### config.mk
export PLATFORM = sky130hd
export DESIGN_NAME = noc_axi4lite_bridge_flat
export DESIGN_NICKNAME = d
export VERILOG_FILES = /design/src/rtl/noc_axi4lite_bridge_if.sv /design/src/rtl/noc_axi4lite_bridge.sv /design/src/flat_wrapper.sv
export SDC_FILE = /design/constraint.sdc
export NUM_CORES = 1
export LEC_CHECK = 0
export CAP_MARGIN = 15
export CORE_MARGIN = 2
export CORE_UTILIZATION = 53
export CTS_CLUSTER_DIAMETER = 150
export DETAILED_ROUTE_END_ITERATION = 10
export HOLD_SLACK_MARGIN = 0.12
export PLACE_DENSITY = 0.85
export SETUP_SLACK_MARGIN = 0.5
export SKIP_CTS_REPAIR_TIMING = 1
export SYNTH_ARGS = -nofsm -noshare
export SYNTH_HDL_FRONTEND = slang
export SYNTH_SLANG_ARGS = --single-unit
### constraint.sdc
create_clock -name clk_i -period 3.7 [get_ports clk_i]
set_clock_uncertainty 0.2 [all_clocks]
set_input_delay 0.74 -clock clk_i [delete_from_list [all_inputs] [get_ports clk_i]]
set_output_delay 0.74 -clock clk_i [all_outputs]
set_load 0.1 [all_outputs]
### src/rtl/noc_axi4lite_bridge_if.sv
// AXI4-Lite slave and NoC endpoint signals of the bridge.
// The bridge takes the slave modport, the driving side takes master.
interface noc_axi4lite_bridge_if #(
  parameter int BUS_W = 66
);
  logic [31:0]      axi_awaddr_i;
  logic             axi_awvalid_i;
  logic             axi_awready_o;
  logic [31:0]      axi_wdata_i;
  logic [3:0]       axi_wstrb_i;
  logic             axi_wvalid_i;
  logic             axi_wready_o;
  logic [1:0]       axi_bresp_o;
  logic             axi_bvalid_o;
  logic             axi_bready_i;
  logic [31:0]      axi_araddr_i;
  logic             axi_arvalid_i;
  logic             axi_arready_o;
  logic [31:0]      axi_rdata_o;
  logic [1:0]       axi_rresp_o;
  logic             axi_rvalid_o;
  logic             axi_rready_i;
  logic [BUS_W-1:0] noc_din_o;
  logic             noc_wr_o;
  logic             noc_wait_i;
  logic [BUS_W-1:0] noc_dout_i;
  logic             noc_nd_i;
  logic             noc_rd_o;
  logic             noc_int_o;

  modport slave (
    input  axi_awaddr_i, axi_awvalid_i,
    input  axi_wdata_i, axi_wstrb_i, axi_wvalid_i,
    input  axi_bready_i,
    input  axi_araddr_i, axi_arvalid_i, axi_rready_i,
    input  noc_wait_i, noc_dout_i, noc_nd_i,
    output axi_awready_o, axi_wready_o,
    output axi_bresp_o, axi_bvalid_o,
    output axi_arready_o, axi_rdata_o,
    output axi_rresp_o, axi_rvalid_o,
    output noc_din_o, noc_wr_o, noc_rd_o, noc_int_o
  );

  modport master (
    output axi_awaddr_i, axi_awvalid_i,
    output axi_wdata_i, axi_wstrb_i, axi_wvalid_i,
    output axi_bready_i,
    output axi_araddr_i, axi_arvalid_i, axi_rready_i,
    output noc_wait_i, noc_dout_i, noc_nd_i,
    input  axi_awready_o, axi_wready_o,
    input  axi_bresp_o, axi_bvalid_o,
    input  axi_arready_o, axi_rdata_o,
    input  axi_rresp_o, axi_rvalid_o,
    input  noc_din_o, noc_wr_o, noc_rd_o, noc_int_o
  );
endinterface

### src/rtl/noc_axi4lite_bridge.sv
// AXI4-Lite register window onto a NoC endpoint:
// one TX packet register set and an RX packet FIFO.
module noc_axi4lite_bridge #(
  parameter int NOC_X          = 0,
  parameter int NOC_Y          = 0,
  parameter int SOC_SIZE_X     = 1,
  parameter int SOC_SIZE_Y     = 1,
  parameter int NOC_DATA_WIDTH = 56,
  parameter int RX_DEPTH_LOG2  = 2
) (
  input logic clk_i,
  input logic rst_n_i,
  noc_axi4lite_bridge_if.slave bus
);
  localparam int HDR_W = 2*SOC_SIZE_X + 2*SOC_SIZE_Y + 6;
  localparam int BUS_W = NOC_DATA_WIDTH + HDR_W;
  localparam int HI_W  = NOC_DATA_WIDTH - 32;
  localparam int DEPTH = 1 << RX_DEPTH_LOG2;
  localparam int CW    = RX_DEPTH_LOG2 + 1;

  localparam logic [2:0] A_TX_LO  = 3'd0;
  localparam logic [2:0] A_TX_HI  = 3'd1;
  localparam logic [2:0] A_TX_HDR = 3'd2;
  localparam logic [2:0] A_RX_LO  = 3'd3;
  localparam logic [2:0] A_RX_HI  = 3'd4;
  localparam logic [2:0] A_RX_HDR = 3'd5;
  localparam logic [2:0] A_STATUS = 3'd6;
  localparam logic [2:0] A_IRQ_EN = 3'd7;

  localparam logic [CW-1:0] CNT_FULL = DEPTH[CW-1:0];
  localparam logic [CW-1:0] CNT_ONE  = 1;
  localparam logic [RX_DEPTH_LOG2-1:0] PTR_ONE = 1;

  logic [31:0]              r_tx_lo;
  logic [HI_W-1:0]          r_tx_hi;
  logic                     r_irq_en;
  logic                     r_tx_busy;
  logic [BUS_W-1:0]         r_din;
  logic                     r_bvalid;
  logic [1:0]               r_bresp;
  logic                     r_rvalid;
  logic [31:0]              r_rdata;
  logic                     r_int;
  logic [BUS_W-1:0]         r_mem [DEPTH];
  logic [RX_DEPTH_LOG2-1:0] r_wptr;
  logic [RX_DEPTH_LOG2-1:0] r_rptr;
  logic [CW-1:0]            r_count;

  logic             w_wr_acc;
  logic             w_rd_acc;
  logic             w_wr_err;
  logic             w_push;
  logic             w_pop;
  logic             w_full;
  logic             w_nempty;
  logic [2:0]       w_waddr;
  logic [2:0]       w_raddr;
  logic [BUS_W-1:0] w_head;
  logic [31:0]      w_rdata;
  logic             w_unused;

  assign w_waddr  = bus.axi_awaddr_i[4:2];
  assign w_raddr  = bus.axi_araddr_i[4:2];
  assign w_full   = (r_count == CNT_FULL);
  assign w_nempty = (r_count != '0);
  assign w_head   = w_nempty ? r_mem[r_rptr] : '0;

  // Ready/accept terms are gated so nothing handshakes during reset.
  assign w_wr_acc = rst_n_i & bus.axi_awvalid_i
                  & bus.axi_wvalid_i & ~r_bvalid;
  assign w_rd_acc = rst_n_i & bus.axi_arvalid_i & ~r_rvalid;
  assign w_push   = rst_n_i & bus.noc_nd_i & ~w_full;
  assign w_pop    = w_rd_acc & (w_raddr == A_RX_HDR) & w_nempty;

  assign w_wr_err = (w_waddr <= A_TX_HDR) ? r_tx_busy
                                          : (w_waddr != A_IRQ_EN);

  always_comb begin
    w_rdata = '0;
    unique case (1'b1)
      w_raddr == A_TX_LO:  w_rdata = r_tx_lo;
      w_raddr == A_TX_HI:  w_rdata = 32'(r_tx_hi);
      w_raddr == A_RX_LO:  w_rdata = w_head[31:0];
      w_raddr == A_RX_HI:
        w_rdata = 32'(w_head[NOC_DATA_WIDTH-1:32]);
      w_raddr == A_RX_HDR:
        w_rdata = 32'(w_head[BUS_W-1:NOC_DATA_WIDTH]);
      w_raddr == A_STATUS: begin
        w_rdata[8 +: CW] = r_count;
        w_rdata[2:0]     = {r_tx_busy, w_full, w_nempty};
      end
      w_raddr == A_IRQ_EN: w_rdata[0] = r_irq_en;
      default: w_rdata = '0;
    endcase
  end

  always_ff @(posedge clk_i or negedge rst_n_i) begin
    if (!rst_n_i) begin
      r_bvalid <= 1'b0;
      r_bresp  <= 2'b00;
      r_tx_lo  <= '0;
      r_tx_hi  <= '0;
      r_irq_en <= 1'b0;
    end else if (w_wr_acc) begin
      r_bvalid <= 1'b1;
      r_bresp  <= w_wr_err ? 2'b10 : 2'b00;
      if (!w_wr_err) begin
        if (w_waddr == A_TX_LO) r_tx_lo <= bus.axi_wdata_i;
        if (w_waddr == A_TX_HI)
          r_tx_hi <= bus.axi_wdata_i[HI_W-1:0];
        if (w_waddr == A_IRQ_EN) r_irq_en <= bus.axi_wdata_i[0];
      end
    end else if (bus.axi_bready_i) begin
      r_bvalid <= 1'b0;
    end
  end

  always_ff @(posedge clk_i or negedge rst_n_i) begin
    if (!rst_n_i) begin
      r_rvalid <= 1'b0;
      r_rdata  <= '0;
      r_int    <= 1'b0;
    end else begin
      r_int <= r_irq_en & w_nempty;
      if (w_rd_acc) begin
        r_rvalid <= 1'b1;
        r_rdata  <= w_rdata;
      end else if (bus.axi_rready_i) begin
        r_rvalid <= 1'b0;
      end
    end
  end

  // Launch cannot overlap a pending send: w_wr_err blocks it.
  always_ff @(posedge clk_i or negedge rst_n_i) begin
    if (!rst_n_i) begin
      r_tx_busy <= 1'b0;
      r_din     <= '0;
    end else if (w_wr_acc && !w_wr_err && w_waddr == A_TX_HDR) begin
      r_tx_busy <= 1'b1;
      r_din <= {bus.axi_wdata_i[HDR_W-1:0], r_tx_hi, r_tx_lo};
    end else if (!bus.noc_wait_i) begin
      r_tx_busy <= 1'b0;
    end
  end

  always_ff @(posedge clk_i) begin
    if (w_push) r_mem[r_wptr] <= bus.noc_dout_i;
  end

  always_ff @(posedge clk_i or negedge rst_n_i) begin
    if (!rst_n_i) begin
      r_wptr  <= '0;
      r_rptr  <= '0;
      r_count <= '0;
    end else begin
      if (w_push) r_wptr <= r_wptr + PTR_ONE;
      if (w_pop)  r_rptr <= r_rptr + PTR_ONE;
      if (w_push && !w_pop)      r_count <= r_count + CNT_ONE;
      else if (w_pop && !w_push) r_count <= r_count - CNT_ONE;
    end
  end

  assign bus.axi_awready_o = w_wr_acc;
  assign bus.axi_wready_o  = w_wr_acc;
  assign bus.axi_bvalid_o  = r_bvalid;
  assign bus.axi_bresp_o   = r_bresp;
  assign bus.axi_arready_o = w_rd_acc;
  assign bus.axi_rvalid_o  = r_rvalid;
  assign bus.axi_rdata_o   = r_rdata;
  assign bus.axi_rresp_o   = 2'b00;
  assign bus.noc_din_o     = r_din;
  assign bus.noc_wr_o      = r_tx_busy;
  assign bus.noc_rd_o      = w_push;
  assign bus.noc_int_o     = r_int;

  assign w_unused = ^{bus.axi_wstrb_i,
                      bus.axi_awaddr_i[31:5], bus.axi_awaddr_i[1:0],
                      bus.axi_araddr_i[31:5], bus.axi_araddr_i[1:0],
                      NOC_X[0], NOC_Y[0]};
endmodule

### src/flat_wrapper.sv
// flat-port wrapper written by rule: the top's interface ports become plain ports
module noc_axi4lite_bridge_flat 
#(
  parameter int NOC_X          = 0,
  parameter int NOC_Y          = 0,
  parameter int SOC_SIZE_X     = 1,
  parameter int SOC_SIZE_Y     = 1,
  parameter int NOC_DATA_WIDTH = 56,
  parameter int RX_DEPTH_LOG2  = 2
)
  (clk_i, rst_n_i, bus_axi_awaddr_i, bus_axi_awvalid_i, bus_axi_wdata_i, bus_axi_wstrb_i, bus_axi_wvalid_i, bus_axi_bready_i, bus_axi_araddr_i, bus_axi_arvalid_i, bus_axi_rready_i, bus_noc_wait_i, bus_noc_dout_i, bus_noc_nd_i, bus_axi_awready_o, bus_axi_wready_o, bus_axi_bresp_o, bus_axi_bvalid_o, bus_axi_arready_o, bus_axi_rdata_o, bus_axi_rresp_o, bus_axi_rvalid_o, bus_noc_din_o, bus_noc_wr_o, bus_noc_rd_o, bus_noc_int_o);
  noc_axi4lite_bridge_if #(.BUS_W((66))) bus_i ();
  input logic clk_i;
  input logic rst_n_i;
  input wire logic [$bits(bus_i.axi_awaddr_i)-1:0] bus_axi_awaddr_i;
  input wire logic [$bits(bus_i.axi_awvalid_i)-1:0] bus_axi_awvalid_i;
  input wire logic [$bits(bus_i.axi_wdata_i)-1:0] bus_axi_wdata_i;
  input wire logic [$bits(bus_i.axi_wstrb_i)-1:0] bus_axi_wstrb_i;
  input wire logic [$bits(bus_i.axi_wvalid_i)-1:0] bus_axi_wvalid_i;
  input wire logic [$bits(bus_i.axi_bready_i)-1:0] bus_axi_bready_i;
  input wire logic [$bits(bus_i.axi_araddr_i)-1:0] bus_axi_araddr_i;
  input wire logic [$bits(bus_i.axi_arvalid_i)-1:0] bus_axi_arvalid_i;
  input wire logic [$bits(bus_i.axi_rready_i)-1:0] bus_axi_rready_i;
  input wire logic [$bits(bus_i.noc_wait_i)-1:0] bus_noc_wait_i;
  input wire logic [$bits(bus_i.noc_dout_i)-1:0] bus_noc_dout_i;
  input wire logic [$bits(bus_i.noc_nd_i)-1:0] bus_noc_nd_i;
  output wire logic [$bits(bus_i.axi_awready_o)-1:0] bus_axi_awready_o;
  output wire logic [$bits(bus_i.axi_wready_o)-1:0] bus_axi_wready_o;
  output wire logic [$bits(bus_i.axi_bresp_o)-1:0] bus_axi_bresp_o;
  output wire logic [$bits(bus_i.axi_bvalid_o)-1:0] bus_axi_bvalid_o;
  output wire logic [$bits(bus_i.axi_arready_o)-1:0] bus_axi_arready_o;
  output wire logic [$bits(bus_i.axi_rdata_o)-1:0] bus_axi_rdata_o;
  output wire logic [$bits(bus_i.axi_rresp_o)-1:0] bus_axi_rresp_o;
  output wire logic [$bits(bus_i.axi_rvalid_o)-1:0] bus_axi_rvalid_o;
  output wire logic [$bits(bus_i.noc_din_o)-1:0] bus_noc_din_o;
  output wire logic [$bits(bus_i.noc_wr_o)-1:0] bus_noc_wr_o;
  output wire logic [$bits(bus_i.noc_rd_o)-1:0] bus_noc_rd_o;
  output wire logic [$bits(bus_i.noc_int_o)-1:0] bus_noc_int_o;
  assign bus_i.axi_awaddr_i = bus_axi_awaddr_i;
  assign bus_i.axi_awvalid_i = bus_axi_awvalid_i;
  assign bus_i.axi_wdata_i = bus_axi_wdata_i;
  assign bus_i.axi_wstrb_i = bus_axi_wstrb_i;
  assign bus_i.axi_wvalid_i = bus_axi_wvalid_i;
  assign bus_i.axi_bready_i = bus_axi_bready_i;
  assign bus_i.axi_araddr_i = bus_axi_araddr_i;
  assign bus_i.axi_arvalid_i = bus_axi_arvalid_i;
  assign bus_i.axi_rready_i = bus_axi_rready_i;
  assign bus_i.noc_wait_i = bus_noc_wait_i;
  assign bus_i.noc_dout_i = bus_noc_dout_i;
  assign bus_i.noc_nd_i = bus_noc_nd_i;
  assign bus_axi_awready_o = bus_i.axi_awready_o;
  assign bus_axi_wready_o = bus_i.axi_wready_o;
  assign bus_axi_bresp_o = bus_i.axi_bresp_o;
  assign bus_axi_bvalid_o = bus_i.axi_bvalid_o;
  assign bus_axi_arready_o = bus_i.axi_arready_o;
  assign bus_axi_rdata_o = bus_i.axi_rdata_o;
  assign bus_axi_rresp_o = bus_i.axi_rresp_o;
  assign bus_axi_rvalid_o = bus_i.axi_rvalid_o;
  assign bus_noc_din_o = bus_i.noc_din_o;
  assign bus_noc_wr_o = bus_i.noc_wr_o;
  assign bus_noc_rd_o = bus_i.noc_rd_o;
  assign bus_noc_int_o = bus_i.noc_int_o;
  noc_axi4lite_bridge #(.NOC_X(NOC_X), .NOC_Y(NOC_Y), .SOC_SIZE_X(SOC_SIZE_X), .SOC_SIZE_Y(SOC_SIZE_Y), .NOC_DATA_WIDTH(NOC_DATA_WIDTH), .RX_DEPTH_LOG2(RX_DEPTH_LOG2)) u_core (.clk_i(clk_i), .rst_n_i(rst_n_i), .bus(bus_i));
endmodule
==> run_results.csv <==
group,metric,value,unit
run_status,outcome,"completed",
synth,synth_area_leader_cell,"edfxtp_1",
grt,grt_max_degree,73,
grt,grt_usage,0.235,
run,max-cap-violations,0,
setup_path,arrival,2.08,ns
timing,fin_crit_sh,0.817,
power,powerDensity,672,nW/um^2
layout,area_delta_synth_final,24.0,%
route,first_pass_iters,5,
synth,synth-main-ff-cell,"edfxtp_1",
synth,synthArstFlopShare,0.387,
route,ant_nets,0,
setup_path,rr_startpoint,"u_core.r_count[0]",
die,dieArea,33600,sq um
placed_design,port_buffers,219,
grt,antenna_found_initial,5,
timing,setup_viol,0,
cts,cts-buffers-inserted,44,
setup_path,start_kind,"register",
setup_path,worstSetupPathType,"register to primary output",
route,post_drt_wl_per_cell,23.8,um
die,row_count,65,
timing,max_slew.worst_pin.slew,1.14,ns
layout,drive_above_1_share,0.279,
synth,yosysTopAreaCellShare,0.465,
worst_hold_path,hold_class,"input pin to asynchronous set/reset pin",
power,power.total,14.2,mW
cts,clkTransAtPathRegs,0.06,ns
die,boundaryPins,285,
die,fp.dieH,183,um
setup_path,critPathLaunch,"u_core.bus.axi_rdata_o[16]",
placed_design,dp.final_hpwl,25.8,mm
placed_design,place_ws,0.411,ns
synth,ys_ff_latch,431,
timing,final.setup.tns,0,ns
route,drc,0,
setup_path,cp_cell_sequence,"clkdlybuf4s50_1",
layout,design_area,21100,sq um
grt,grt_remaining_overflow,0,
die,core,31600,sq um
route,wirelength,39.2,mm
synth,ys_top_cells_by_area,"edfxtp_1 (47%), dfrtp_1 (25%), mux2_2 (8.7%)",
setup_path,path_delay_family,"buffers and inverters",
placed_design,postPlaceCellArea,19700,sq um
setup_path,critPathMaxFanout,2,
setup_path,worstPathBufferInverterCount,1,
cts,clock-root-buffer,"clkbuf_16",
synth,syn_area,17000,sq um
layout,nets,1387,
layout,fin_util,0.668,
cts,clock_latency,0.55,ns
timing,relSlewSlack,0.243,
synth,synth_cells,962,
grt,grt_pass1_vias,10100,
setup_path,cpMaxStageDelayCell,"clkdlybuf4s50_1",
route,drt_iter0_drc,913,
setup_path,cpPeakStageDelay,1.16,ns
die,die_w,183,um
grt,grt_pass1_wl,59.6,mm
timing,layout_setup_ws,0.678,ns
placed_design,place_congestion,0.833,
setup_path,end_kind,"primary output",
synth,syn_area_per_cell,17.7,sq um
synth,netlist-cell-type-count,56,
route,via_per_inst,5.87,
timing,period_needed,3.02,ns
route,vias,9668,
timing,hold_viol,0,
synth,ys_seq_area_frac,0.710,
synth,synth_edf_count,264,
cts,cts.sinks,431,
power,vdd_ir_drop_max,0.000308,V
cts,htreeDepth,2,
power,p_leak,8.06,nW
cts,cts_tree,"built",
timing,rsz0062_at_grt,"no",
synth,yosys_warnings,0,
timing,clock.fmax,0.331,GHz
cts,clk_path_buf_depth,3,
timing,slew_viol_final,0,
setup_path,cp.required,2.76,ns
die,initial_core_util,0.539,
per-layer routing:
metal | GRT usage | vias to the layer above | wire length, um
met3 | 0.0518 | 79 | 2970
met4 | 0.0778 | 4 | 1230
met1 | 0.315 | 4923 | 15800
li1 | - | 4231 | -
met2 | 0.387 | 431 | 19100
met5 | 0 | - | 30
logic make-up (layout without fill, tap and decap cells):
kind of cell | count (synthesis) | after routing | synth area share
DFF | 431 | 431 | 0.710
muxes | 222 | 222 | 0.181
AOI/OAI and AO/OA | 116 | 116 | 0.0428
and+or+nand+nor | 114 | 114 | 0.0360
buffers and inverters | 66 | 344 | 0.0218
adders and majority gates | 6 | 6 | 0.00484
xor gates and xnor gates | 6 | 6 | 0.00308
other | 1 | 7 | 0.000220
layout make-up:
| cell class | count | area [sq um] |
|---|---|---|
| clock inverter | 25 | 205 |
| inverter | 10 | 37.5 |
| tap | 402 | 503 |
| antenna | 4 | 10.0 |
| clock buffer | 57 | 1240 |
| fill | 2036 | 10500 |
| multi-input combinational | 467 | 4590 |
| sequential | 431 | 12100 |
| timing repair buffer | 252 | 2440 |
stage by stage:
stage               instances  hold WS (ns)
floorplan                 964         0.244
global placement         1562         0.265
detailed placement       1562         0.278
CTS                      1644         0.129
global route             1645         0.147
finish                   1648         0.120
flip-flops by register name (all words and copies together) (netlist names):
signal	cells
u_core.bus.axi_bresp_o	1
u_core.bus.axi_bvalid_o	1
u_core.bus.axi_rdata_o	32
u_core.bus.axi_rvalid_o	1
u_core.bus.noc_din_o	66
u_core.bus.noc_int_o	1
u_core.bus.noc_wr_o	1
u_core.r_count	3
u_core.r_irq_en	1
u_core.r_mem	264
u_core.r_rptr	2
u_core.r_tx_hi	24
u_core.r_tx_lo	32
u_core.r_wptr	2
cells in the mapped netlist (8+ instances only):
master	number
dfrtp_1	167
inv_1	10
nor2_1	27
and2_1	9
o211ai_1	8
mux4_2	56
a21oi_1	32
clkbuf_1	16
mux2i_1	35
edfxtp_1	264
buf_2	18
o21ai_0	25
nand2_1	34
o22ai_1	18
mux2_2	131
a22oi_1	11
buf_4	15
cells in the final DEF, fill, tap and decap left out, drive strengths merged, types with 21 or more instances in the layout:
cell type and count:
a21oi 32, nand2 34, clkinv 21, mux4 56
buf 78, mux2 131, nor2 27, edfxtp 264
mux2i 35, o21ai 27, clkbuf 57, dfrtp 167
clkdlybuf4s50 174
worst paths after layout:
kind	slack, ns	endpoint	cells past startpoint
worst min register to register	0.30	u_core.bus.axi_bresp_o[1]	1
worst max register to register	1.15	u_core.r_mem[2][22]	4
worst min-delay path	0.12	u_core.r_tx_hi[7]	2
max in group asynchronous	1.97	u_core.r_tx_hi[12]	3
worst max-delay path	0.68	bus_axi_rdata_o[16]	1
min in group clk_i	0.30	u_core.bus.axi_bresp_o[1]	1
where the power goes:
group          leakage [nW]  internal [mW]  switching (mW)  total [mW]
clock                 0.723           2.58            1.79        4.37
combinational          2.74           1.34            2.26        3.60
sequential             4.60           5.76           0.477        6.24
total                  8.06           9.68            4.52        14.2
Power figures use the tool's default switching activity.
